==> config.mk <==
export PLATFORM = sky130hd
export DESIGN_NAME = fetch_unit_flat
export DESIGN_NICKNAME = d
export VERILOG_FILES = /design/src/rtl/fetch_unit_if.sv /design/src/rtl/fetch_unit.sv /design/src/flat_wrapper.sv
export SDC_FILE = /design/constraint.sdc
export NUM_CORES = 1
export LEC_CHECK = 0
export CORE_MARGIN = 1.5
export CORE_UTILIZATION = 25
export CTS_BUF_LIST = sky130_fd_sc_hd__clkbuf_4 sky130_fd_sc_hd__clkbuf_8 sky130_fd_sc_hd__clkbuf_16
export CTS_CLUSTER_DIAMETER = 120
export DETAILED_ROUTE_END_ITERATION = 16
export SLEW_MARGIN = 20
export SYNTH_ARGS = -nofsm -noshare
export SYNTH_HDL_FRONTEND = slang
export SYNTH_SLANG_ARGS = --single-unit
==> constraint.sdc <==
create_clock -name clock -period 3.15 [get_ports clock]
set_input_delay 0.315 -clock clock [delete_from_list [all_inputs] [get_ports clock]]
set_output_delay 0.315 -clock clock [all_outputs]
set_load 0.02 [all_outputs]
==> src/rtl/fetch_unit_if.sv <==
// Fetch-unit bus bundle: imem request/response channel and decode output.
// master = fetch unit side, slave = memory/decode side.
interface fetch_unit_if #(
   parameter int XLEN = 32
);
   logic            imem_req_valid;
   logic            imem_req_ready;
   logic [XLEN-1:0] imem_req_addr;
   logic            imem_rsp_valid;
   logic [31:0]     imem_rsp_data;
   logic            if_valid;
   logic            if_ready;
   logic [XLEN-1:0] if_pc;
   logic [31:0]     if_instr;

   modport master (
      output imem_req_valid,
      output imem_req_addr,
      input  imem_req_ready,
      input  imem_rsp_valid,
      input  imem_rsp_data,
      output if_valid,
      output if_pc,
      output if_instr,
      input  if_ready
   );

   modport slave (
      input  imem_req_valid,
      input  imem_req_addr,
      output imem_req_ready,
      output imem_rsp_valid,
      output imem_rsp_data,
      input  if_valid,
      input  if_pc,
      input  if_instr,
      output if_ready
   );
endinterface

==> src/rtl/fetch_unit.sv <==
// Instruction fetch front end: PC, pipelined imem requests, prefetch FIFO.
// Ports: clock, rst (sync active-low), redirect_valid/pc, bus, fifo_count.
module fetch_unit #(
   parameter int              XLEN            = 32,
   parameter logic [XLEN-1:0] RESET_PC        = '0,
   parameter int              FIFO_DEPTH      = 4,
   parameter int              MAX_OUTSTANDING = 2
) (
   input  logic                        clock,
   input  logic                        rst,
   input  logic                        redirect_valid,
   input  logic [XLEN-1:0]             redirect_pc,
   fetch_unit_if.master                bus,
   output logic [$clog2(FIFO_DEPTH):0] fifo_count
);

   localparam int AW = $clog2(FIFO_DEPTH);
   localparam int CW = AW + 1;
   localparam int OW = $clog2(MAX_OUTSTANDING + 1);
   localparam int QW = (MAX_OUTSTANDING > 1) ? $clog2(MAX_OUTSTANDING) : 1;

   logic [XLEN-1:0] fetch_pc;
   logic [XLEN-1:0] pc_mem    [FIFO_DEPTH];
   logic [31:0]     instr_mem [FIFO_DEPTH];
   logic [AW-1:0]   rd_ptr;
   logic [AW-1:0]   wr_ptr;
   logic [CW-1:0]   count;

   // PCs of requests in flight, popped once per response beat
   logic [XLEN-1:0] tag_mem [MAX_OUTSTANDING];
   logic [QW-1:0]   tag_rd;
   logic [QW-1:0]   tag_wr;

   logic [OW-1:0]   outstanding;
   logic [OW-1:0]   discard;

   logic            req_fire;
   logic            rsp_fire;
   logic            push;
   logic            pop;
   logic [31:0]     credit_used;
   logic            unused_rpc_lsb;

   function automatic logic [QW-1:0] tag_inc(input logic [QW-1:0] p);
      if (32'(p) == MAX_OUTSTANDING - 1) return '0;
      return p + 1'b1;
   endfunction

   assign unused_rpc_lsb = ^redirect_pc[1:0];

   // every in-flight request already owns a FIFO slot
   assign credit_used = 32'(count) + 32'(outstanding);

   assign bus.imem_req_valid = rst && !redirect_valid
                            && (32'(outstanding) < MAX_OUTSTANDING)
                            && (credit_used < FIFO_DEPTH);
   assign bus.imem_req_addr  = fetch_pc;

   assign req_fire = bus.imem_req_valid && bus.imem_req_ready;
   // beats with nothing in flight (e.g. after reset) are ignored
   assign rsp_fire = bus.imem_rsp_valid && (outstanding != '0);
   assign push     = rsp_fire && !redirect_valid && (discard == '0);
   assign pop      = bus.if_valid && bus.if_ready && !redirect_valid;

   assign bus.if_valid = (count != '0);
   assign bus.if_pc    = bus.if_valid ? pc_mem[rd_ptr]    : '0;
   assign bus.if_instr = bus.if_valid ? instr_mem[rd_ptr] : '0;
   assign fifo_count   = count;

   always_ff @(posedge clock) begin
      if (rst && req_fire) tag_mem[tag_wr] <= fetch_pc;
      if (rst && push) begin
         pc_mem[wr_ptr]    <= tag_mem[tag_rd];
         instr_mem[wr_ptr] <= bus.imem_rsp_data;
      end
   end

   always_ff @(posedge clock) begin
      if (!rst) begin
         fetch_pc    <= RESET_PC;
         rd_ptr      <= '0;
         wr_ptr      <= '0;
         count       <= '0;
         tag_rd      <= '0;
         tag_wr      <= '0;
         outstanding <= '0;
         discard     <= '0;
      end else begin
         outstanding <= outstanding + OW'(req_fire) - OW'(rsp_fire);
         if (rsp_fire) tag_rd <= tag_inc(tag_rd);
         if (req_fire) begin
            tag_wr   <= tag_inc(tag_wr);
            fetch_pc <= fetch_pc + XLEN'(4);
         end
         if (redirect_valid) begin
            fetch_pc <= {redirect_pc[XLEN-1:2], 2'b00};
            // the beat landing this cycle is stale and consumed here
            discard  <= outstanding - OW'(rsp_fire);
            rd_ptr   <= wr_ptr;
            count    <= '0;
         end else begin
            if (rsp_fire && (discard != '0)) discard <= discard - 1'b1;
            if (push) wr_ptr <= wr_ptr + 1'b1;
            if (pop)  rd_ptr <= rd_ptr + 1'b1;
            count <= count + CW'(push) - CW'(pop);
         end
      end
   end

endmodule

==> src/flat_wrapper.sv <==
// flat-port wrapper written by rule: the top's interface ports become plain ports
module fetch_unit_flat 
#(
   parameter int              XLEN            = 32,
   parameter logic [XLEN-1:0] RESET_PC        = '0,
   parameter int              FIFO_DEPTH      = 4,
   parameter int              MAX_OUTSTANDING = 2
)
  (clock, rst, redirect_valid, redirect_pc, fifo_count, bus_imem_req_valid, bus_imem_req_addr, bus_imem_req_ready, bus_imem_rsp_valid, bus_imem_rsp_data, bus_if_valid, bus_if_pc, bus_if_instr, bus_if_ready);
  fetch_unit_if #(.XLEN(XLEN)) bus_i ();
  input  logic clock;
  input  logic rst;
  input  logic redirect_valid;
  input  logic [XLEN-1:0] redirect_pc;
  output logic [$clog2(FIFO_DEPTH):0] fifo_count;
  output wire logic [$bits(bus_i.imem_req_valid)-1:0] bus_imem_req_valid;
  output wire logic [$bits(bus_i.imem_req_addr)-1:0] bus_imem_req_addr;
  input wire logic [$bits(bus_i.imem_req_ready)-1:0] bus_imem_req_ready;
  input wire logic [$bits(bus_i.imem_rsp_valid)-1:0] bus_imem_rsp_valid;
  input wire logic [$bits(bus_i.imem_rsp_data)-1:0] bus_imem_rsp_data;
  output wire logic [$bits(bus_i.if_valid)-1:0] bus_if_valid;
  output wire logic [$bits(bus_i.if_pc)-1:0] bus_if_pc;
  output wire logic [$bits(bus_i.if_instr)-1:0] bus_if_instr;
  input wire logic [$bits(bus_i.if_ready)-1:0] bus_if_ready;
  assign bus_imem_req_valid = bus_i.imem_req_valid;
  assign bus_imem_req_addr = bus_i.imem_req_addr;
  assign bus_i.imem_req_ready = bus_imem_req_ready;
  assign bus_i.imem_rsp_valid = bus_imem_rsp_valid;
  assign bus_i.imem_rsp_data = bus_imem_rsp_data;
  assign bus_if_valid = bus_i.if_valid;
  assign bus_if_pc = bus_i.if_pc;
  assign bus_if_instr = bus_i.if_instr;
  assign bus_i.if_ready = bus_if_ready;
  fetch_unit #(.XLEN(XLEN), .RESET_PC(RESET_PC), .FIFO_DEPTH(FIFO_DEPTH), .MAX_OUTSTANDING(MAX_OUTSTANDING)) u_core (.clock(clock), .rst(rst), .redirect_valid(redirect_valid), .redirect_pc(redirect_pc), .bus(bus_i), .fifo_count(fifo_count));
endmodule
==> impl_metrics.csv, run 1 <==
group,metric,value,unit
timing,worst_slew_pin_slew,0.673,ns
cts,cts_tree,"done",
final_layout,instances_no_fill,1820,
logic_synthesis,ys_async_sr_fraction,0,%
power_and_ir_drop,p_int,8.97,mW
timing,hold_slack,0.376,ns
power_and_ir_drop,power_density,630,mW/mm2
final_layout,diodes,0,
global_routing,busiest_layer,"met2",
drt,wirelength,35000,um
power_and_ir_drop,power.switching,2.73,mW
worst_setup_path,crit_required,2.83,ns
final_layout,fin_nets,1119,
global_routing,gr-usage-met3,2.51,%
place,place_inst,1749,
drt,via_count,8177,
power_and_ir_drop,leakagePower,5.81,nW
final_layout,fill_cells,5477,
floorplanning,die-area,0.0589,mm2
logic_synthesis,ys.flop_type,"edfxtp_1",
global_routing,grt_usage,12.0,%
timing,setup_tns,0,ns
timing,hold_viol_final,0,
cts,cts_made_buffers,42,
worst_setup_path,endpoint,"bus_if_pc[26]",
drt,first_iter_violations,444,
timing,max_freq,340,MHz
logic_synthesis,avgSynthCellArea,17.0,um2
drt,drcViolationCount,0,
worst_setup_path,path_class,"flop to primary output",
worst_setup_path,arrival,2.63,ns
logic_synthesis,ys_types,58,
power_and_ir_drop,swShare,23.3,%
global_routing,grt_pass1_wl,53000,um
worst_setup_path,critPathMaxFanout,47,
logic_synthesis,netlist_area,0.0144,mm2
worst_setup_path,rr_endpoint,"u_core.fifo_count[2]",
min_path,holdCritStartpoint,"redirect_pc[5]",
timing,slew_headroom,54.8,%
drt,routedWlPerCell,19.2,um
logic_synthesis,synth_area_leaders,"edfxtp_1, mux4_2, dfxtp_1, nor2b_1, mux2_2",
logic_synthesis,synth-edff-count,308,
cts,cts_buffer_depth,3,
floorplanning,io_pins,171,
worst_setup_path,regToRegStartpoint,"u_core.fifo_count[2]",
global_routing,grt_max_degree,65,
logic_synthesis,synth_top_area_share,64.4,%
final_layout,synthToLayoutAreaGrowth,29.3,%
global_routing,grt_pass1_vias,8395,
outcome,status,"completed",
logic_synthesis,ys_warn_count,0,
place,place.port_buffers,164,
timing,finalCritPeriodShare,93.4,%
flow_run,cap_violations,0,
global_routing,gr-usage-met2,18.7,%
power_and_ir_drop,finalPower,11.7,mW
worst_setup_path,startpoint_type,"flop",
global_routing,globalRoute.totalOverflow,0,
timing,clock_skew,0.0225,ns
timing,finalCriticalPeriod,2.94,ns
floorplanning,start_util,25.4,%
logic_synthesis,syn_inst,843,
final_layout,layout_common_cells,"edfxtp_1, clkdlybuf4s50_1, nor2b_1",
drt,via_per_inst,4.49,
floorplanning,rows,87,
cts,cts_htree_levels,2,
cts,root_buffer,"clkbuf_16",
final_layout,post-route-util,32.8,%
cts,cts_resized,0,
power_and_ir_drop,p_clk_share,41.3,%
logic_synthesis,ys_seq_elements,354,
worst_setup_path,worst_setup_path_end_kind,"primary output",
power_and_ir_drop,p_seq_share,47.0,%
cts,clk_latency,0.56,ns
floorplanning,core-area,0.0566,mm2
final_layout,drive_gt1_share,19.5,%
cts,cts.reportedPaths.clkPinSlew,0.05,ns
cts,hold_buffers,0,
drt,antenna_left,0,
logic_synthesis,seq_area_frac_synth,70.8,%
cts,postCtsSetupRepairBufs,0,
worst_setup_path,r2r_setup_slack,0.73,ns
worst_setup_path,ff2ff_path_depth,10,
min_path,holdCritPathClass,"input port to flop",
floorplanning,die_w,243,um
timing,finalSetupViolCount,0,
cts,cts_sinks,354,
power_and_ir_drop,peakVddDrop,0.378,mV
timing,grt_setup_unrepaired,"false",
timing,slew_viol_final,0,
drt,dr.pass1.iters,4,
final_layout,final_common_cell,"edfxtp_1",
logic_synthesis,synth_area_leader_cell,"edfxtp_1",
place,dp.final_hpwl,22200,um
floorplanning,die_h,243,um
final_layout,ff_latch_area,0.0102,mm2
final_layout,multi_input_area,0.00396,mm2
global_routing,antenna_found_initial,0,
place,gp_congestion,0.799,
power_and_ir_drop,combPwrFrac,11.7,%
global_routing,grtUsageMet1,16.4,%
## per-layer routing
metal	wire length (um)	vias to the layer above
met2	16100	256
met4	841	0
met1	16000	4123
met5	0	-
li1	-	3752
met3	2100	46
## how the worst min path moves through the flow
stage                              endpoint  slack, ns  cells after the start
2_1_floorplan        u_core.instr_mem[0][0]       0.41                      0
3_3_place_gp                  u_core.tag_rd       0.49                      2
3_5_place_dp                           flop       0.50                      2
4_1_cts        u_core.bus.imem_req_addr[25]       0.33                      3
5_1_grt         u_core.bus.imem_req_addr[5]       0.38                      3
6_report        u_core.bus.imem_req_addr[5]       0.38                      3
## cell usage after synthesis, drive strengths merged, types with 3 or more instances
library cell and count:
nor3 7, xor2 3, edfxtp 308, ha 11, o31a 3, and3 13
o2111ai 5, a21oi 5, nand2 31, nor2b 71, nand3 24, o21ai 17
a211oi 4, o31ai 6, buf 16, nor3b 6, o311ai 8, clkbuf 33
a31oi 8, o41ai 3, nand4 17, a311oi 8, mux4 62, or4 12
xnor2 6, dfxtp 46, nor4 7, inv 15, nand2b 3, nor2 21
and2 7, a32oi 4, mux2 30, and4 3
## layout make-up
type                       count  area share (%)
clock buffer                  48            6.06
clock inverter                23            1.41
inverter                      15           0.303
multi-input combinational    428            21.3
sequential                   354            54.8
tap                          756            5.09
timing repair buffer         196            11.0
## state kept, by name, indices dropped and copies added, names as in the netlist, named ones only
register and flops:
u_core.pc_mem 120, u_core.rd_ptr 2, u_core.tag_mem 60, u_core.outstanding 2, u_core.discard 2, u_core.instr_mem 128, u_core.wr_ptr 2, u_core.bus.imem_req_addr 30
u_core.tag_wr 1, u_core.tag_rd 1, u_core.fifo_count 3
## metrics by stage
stage | cell area (um2) | worst slack, ns
global route | 18600 | 0.0341
finish | 18600 | 0.207
detailed placement | 17200 | 0.632
floorplan | 14400 | 0.114
CTS | 18600 | 0.0679
global placement | 17200 | 0.641
## cells by family after synthesis
kind of cell	count (synthesis)	share of synthesized area, %
muxes	93	12.1
other	1	0.0261
and+or+nand+nor	230	9.42
buffers and inverters	64	1.89
xor gates and xnor gates	9	0.549
adders and majority gates	12	1.10
AOI/OAI and AO/OA	80	4.09
DFF	354	70.8
## worst max-delay path, stage by stage, from the launching register on
cell and delay, ns:
dfxtp_4 0.35, buf_12 0.35, mux4_2 0.55, nor2b_1 0.14, clkdlybuf4s50_1 0.65
## power groups by stage
stage	Combinational (mW)	Sequential [mW]	Clock (mW)
detailed placement	1.40	5.59	0
CTS	1.41	5.50	4.97
floorplan	0.828	5.58	0
global placement	1.37	5.58	0
global route	1.51	5.52	5.14
finish	1.37	5.49	4.83
(Power assumes the default switching activity.)
==> run 2: changes to the inputs <==
Settings changed: CORE_MARGIN 1.5 to 8.
==> run 2 against run 1 <==
  * Register-to-register slack better by 0.04 ns
  * Critical path type unchanged
  * Maximum frequency is 1.6% lower
  * Largest cell class unchanged
  * Power decreased by 3.1%
  * Routed wire length grew 2.5%
  * Setup slack worse by 0.048 ns
  * Highest routed layer unchanged
  * Sequential power about the same
==> impl_metrics.csv, run 2 (same netlist as run 1, synthesis figures left out) <==
group,metric,value,unit
drt,wirelength,35900,um
final_layout,finalInstanceArea,0.0184,mm2
power_and_ir_drop,finalPower,11.3,mW
worst_setup_path,worst_setup_path_end_kind,"primary output",
cts,root_buffer,"clkbuf_16",
final_layout,final_common_cell,"edfxtp_1",
floorplanning,rows,88,
final_layout,fill_cells,5589,
floorplanning,die_h,256,um
floorplanning,die-area,0.0654,mm2
floorplanning,core-area,0.0573,mm2
final_layout,max_flop_register,"u_core.instr_mem",
drt,dr.pass1.iters,4,
cts,cts_htree_levels,2,
cts,cts_sinks,354,
place,place.port_buffers,164,
worst_setup_path,crit_required,2.83,ns
timing,hold_slack,0.347,ns
power_and_ir_drop,power.switching,2.71,mW
global_routing,grt_max_degree,65,
timing,grt_setup_unrepaired,"false",
floorplanning,die_w,256,um
power_and_ir_drop,p_int,8.62,mW
worst_setup_path,path_class,"flop to primary output",
place,dp.final_hpwl,23200,um
drt,drcViolationCount,0,
timing,finalCriticalPeriod,2.99,ns
timing,finalSetupViolCount,0,
worst_setup_path,startpoint_type,"flop",
place,postPlaceCellArea,0.0172,mm2
worst_setup_path,arrival,2.68,ns
global_routing,grt_pass1_wl,54600,um
global_routing,grt_usage,10.8,%
worst_setup_path,critPathMaxFanout,20,
power_and_ir_drop,combPwrFrac,12.2,%
global_routing,grt_pass1_vias,8578,
timing,max_freq,334,MHz
final_layout,layout_common_cells,"edfxtp_1, clkdlybuf4s50_1, nor2b_1",
final_layout,synthToLayoutAreaGrowth,28.2,%
drt,antenna_left,0,
power_and_ir_drop,swShare,23.9,%
cts,cts.reportedPaths.clkPinSlew,0.06,ns
drt,routedWlPerCell,19.6,um
power_and_ir_drop,leakagePower,5.76,nW
cts,hold_buffers,0,
power_and_ir_drop,p_clk_share,39.3,%
flow_run,cap_violations,0,
floorplanning,start_util,25.1,%
timing,finalCritPeriodShare,94.9,%
place,gp_congestion,0.815,
final_layout,drive_gt1_share,19.3,%
final_layout,fin_nets,1119,
timing,clock_skew,0.0205,ns
power_and_ir_drop,peakVddDrop,0.307,mV
timing,setup_tns,0,ns
timing,slew_viol_final,0,
cts,cts_made_buffers,40,
timing,worst_slew_pin_slew,0.670,ns
final_layout,largestRegisters,"u_core.instr_mem x128, u_core.pc_mem x120, u_core.tag_mem x60",
cts,cts_buffer_depth,3,
global_routing,antenna_found_initial,0,
min_path,holdCritPathClass,"input port to flop",
final_layout,largest_register_ffs,128,
timing,hold_viol_final,0,
drt,first_iter_violations,538,
power_and_ir_drop,power_density,615,mW/mm2
cts,cts_resized,0,
drt,via_count,8236,
floorplanning,io_pins,171,
outcome,status,"completed",
power_and_ir_drop,p_seq_share,48.5,%
cts,clk_latency,0.56,ns
global_routing,globalRoute.totalOverflow,0,
drt,via_per_inst,4.50,
cts,cts_tree,"done",
timing,slew_headroom,55.0,%
final_layout,diodes,0,
cts,postCtsSetupRepairBufs,0,
==> run 2: cell types whose count changed in the layout (fill, tap and decap cells not counted), sizes merged <==
cell and change:
clkbuf +7, bufinv -4, clkinvlp -4, buf +2, inv +2
==> run 2: layout make-up <==
cell class	count	area [um2]	share of cell area, %
clock buffer	55	1140	6.18
clock inverter	17	121	0.659
inverter	15	56.3	0.306
sequential	354	10200	55.3
timing repair buffer	198	2000	10.9
multi-input combinational	428	3960	21.5
tap	765	957	5.20
==> run 2: final timing paths <==
check                            start                            to  slack, ns  depth (start not counted)
setup / recovery                  flop                 bus_if_pc[27]       0.16                          4
hold / removal         redirect_pc[25]  u_core.bus.imem_req_addr[25]       0.35                          3
setup reg to reg  u_core.fifo_count[2]          u_core.fifo_count[2]       0.77                         10
hold reg to reg          u_core.tag_rd                          flop       0.51                          2
==> run 2: stage by stage <==
step / util (%) / setup slack [ns] / instances
finish: 32.2 / 0.160 / 1832
detailed placement: 30.0 / 0.593 / 1760
global route: 32.2 / 0.0164 / 1832
global placement: 30.0 / 0.533 / 1760
CTS: 32.2 / 0.00180 / 1832
floorplan: - / 0.114 / 846
==> run 2: worst max-delay path, cell delays in order (launching register included) <==
cell and delay, ns:
dfxtp_4 0.54, buf_12 0.26, mux4_2 0.51, nor2b_1 0.15, clkdlybuf4s50_1 0.65
==> run 2: power groups by stage <==
stage,Combinational [mW],Clock (mW),Sequential [mW]
floorplan,0.828,0,5.58
global placement,1.39,0,5.59
detailed placement,1.41,0,5.60
CTS,1.42,4.61,5.50
global route,1.52,4.78,5.51
finish,1.39,4.45,5.50
==> run 2: per-layer routing <==
metal  vias up  part of all wire, %  GRT usage [%]
met2       256                   46           16.9
met4         0                  2.1           3.49
met3        57                  6.7           3.28
met1      4173                   45           14.2
li1       3750                    -              -
met5         -                    0              0
==> run 3: changes to the inputs <==
Settings changed: CAP_MARGIN set to 10, SLEW_MARGIN 20 to not set.
==> results of run 3 <==
Same layout as run 2: the final DEF is identical, and so are final timing and power.
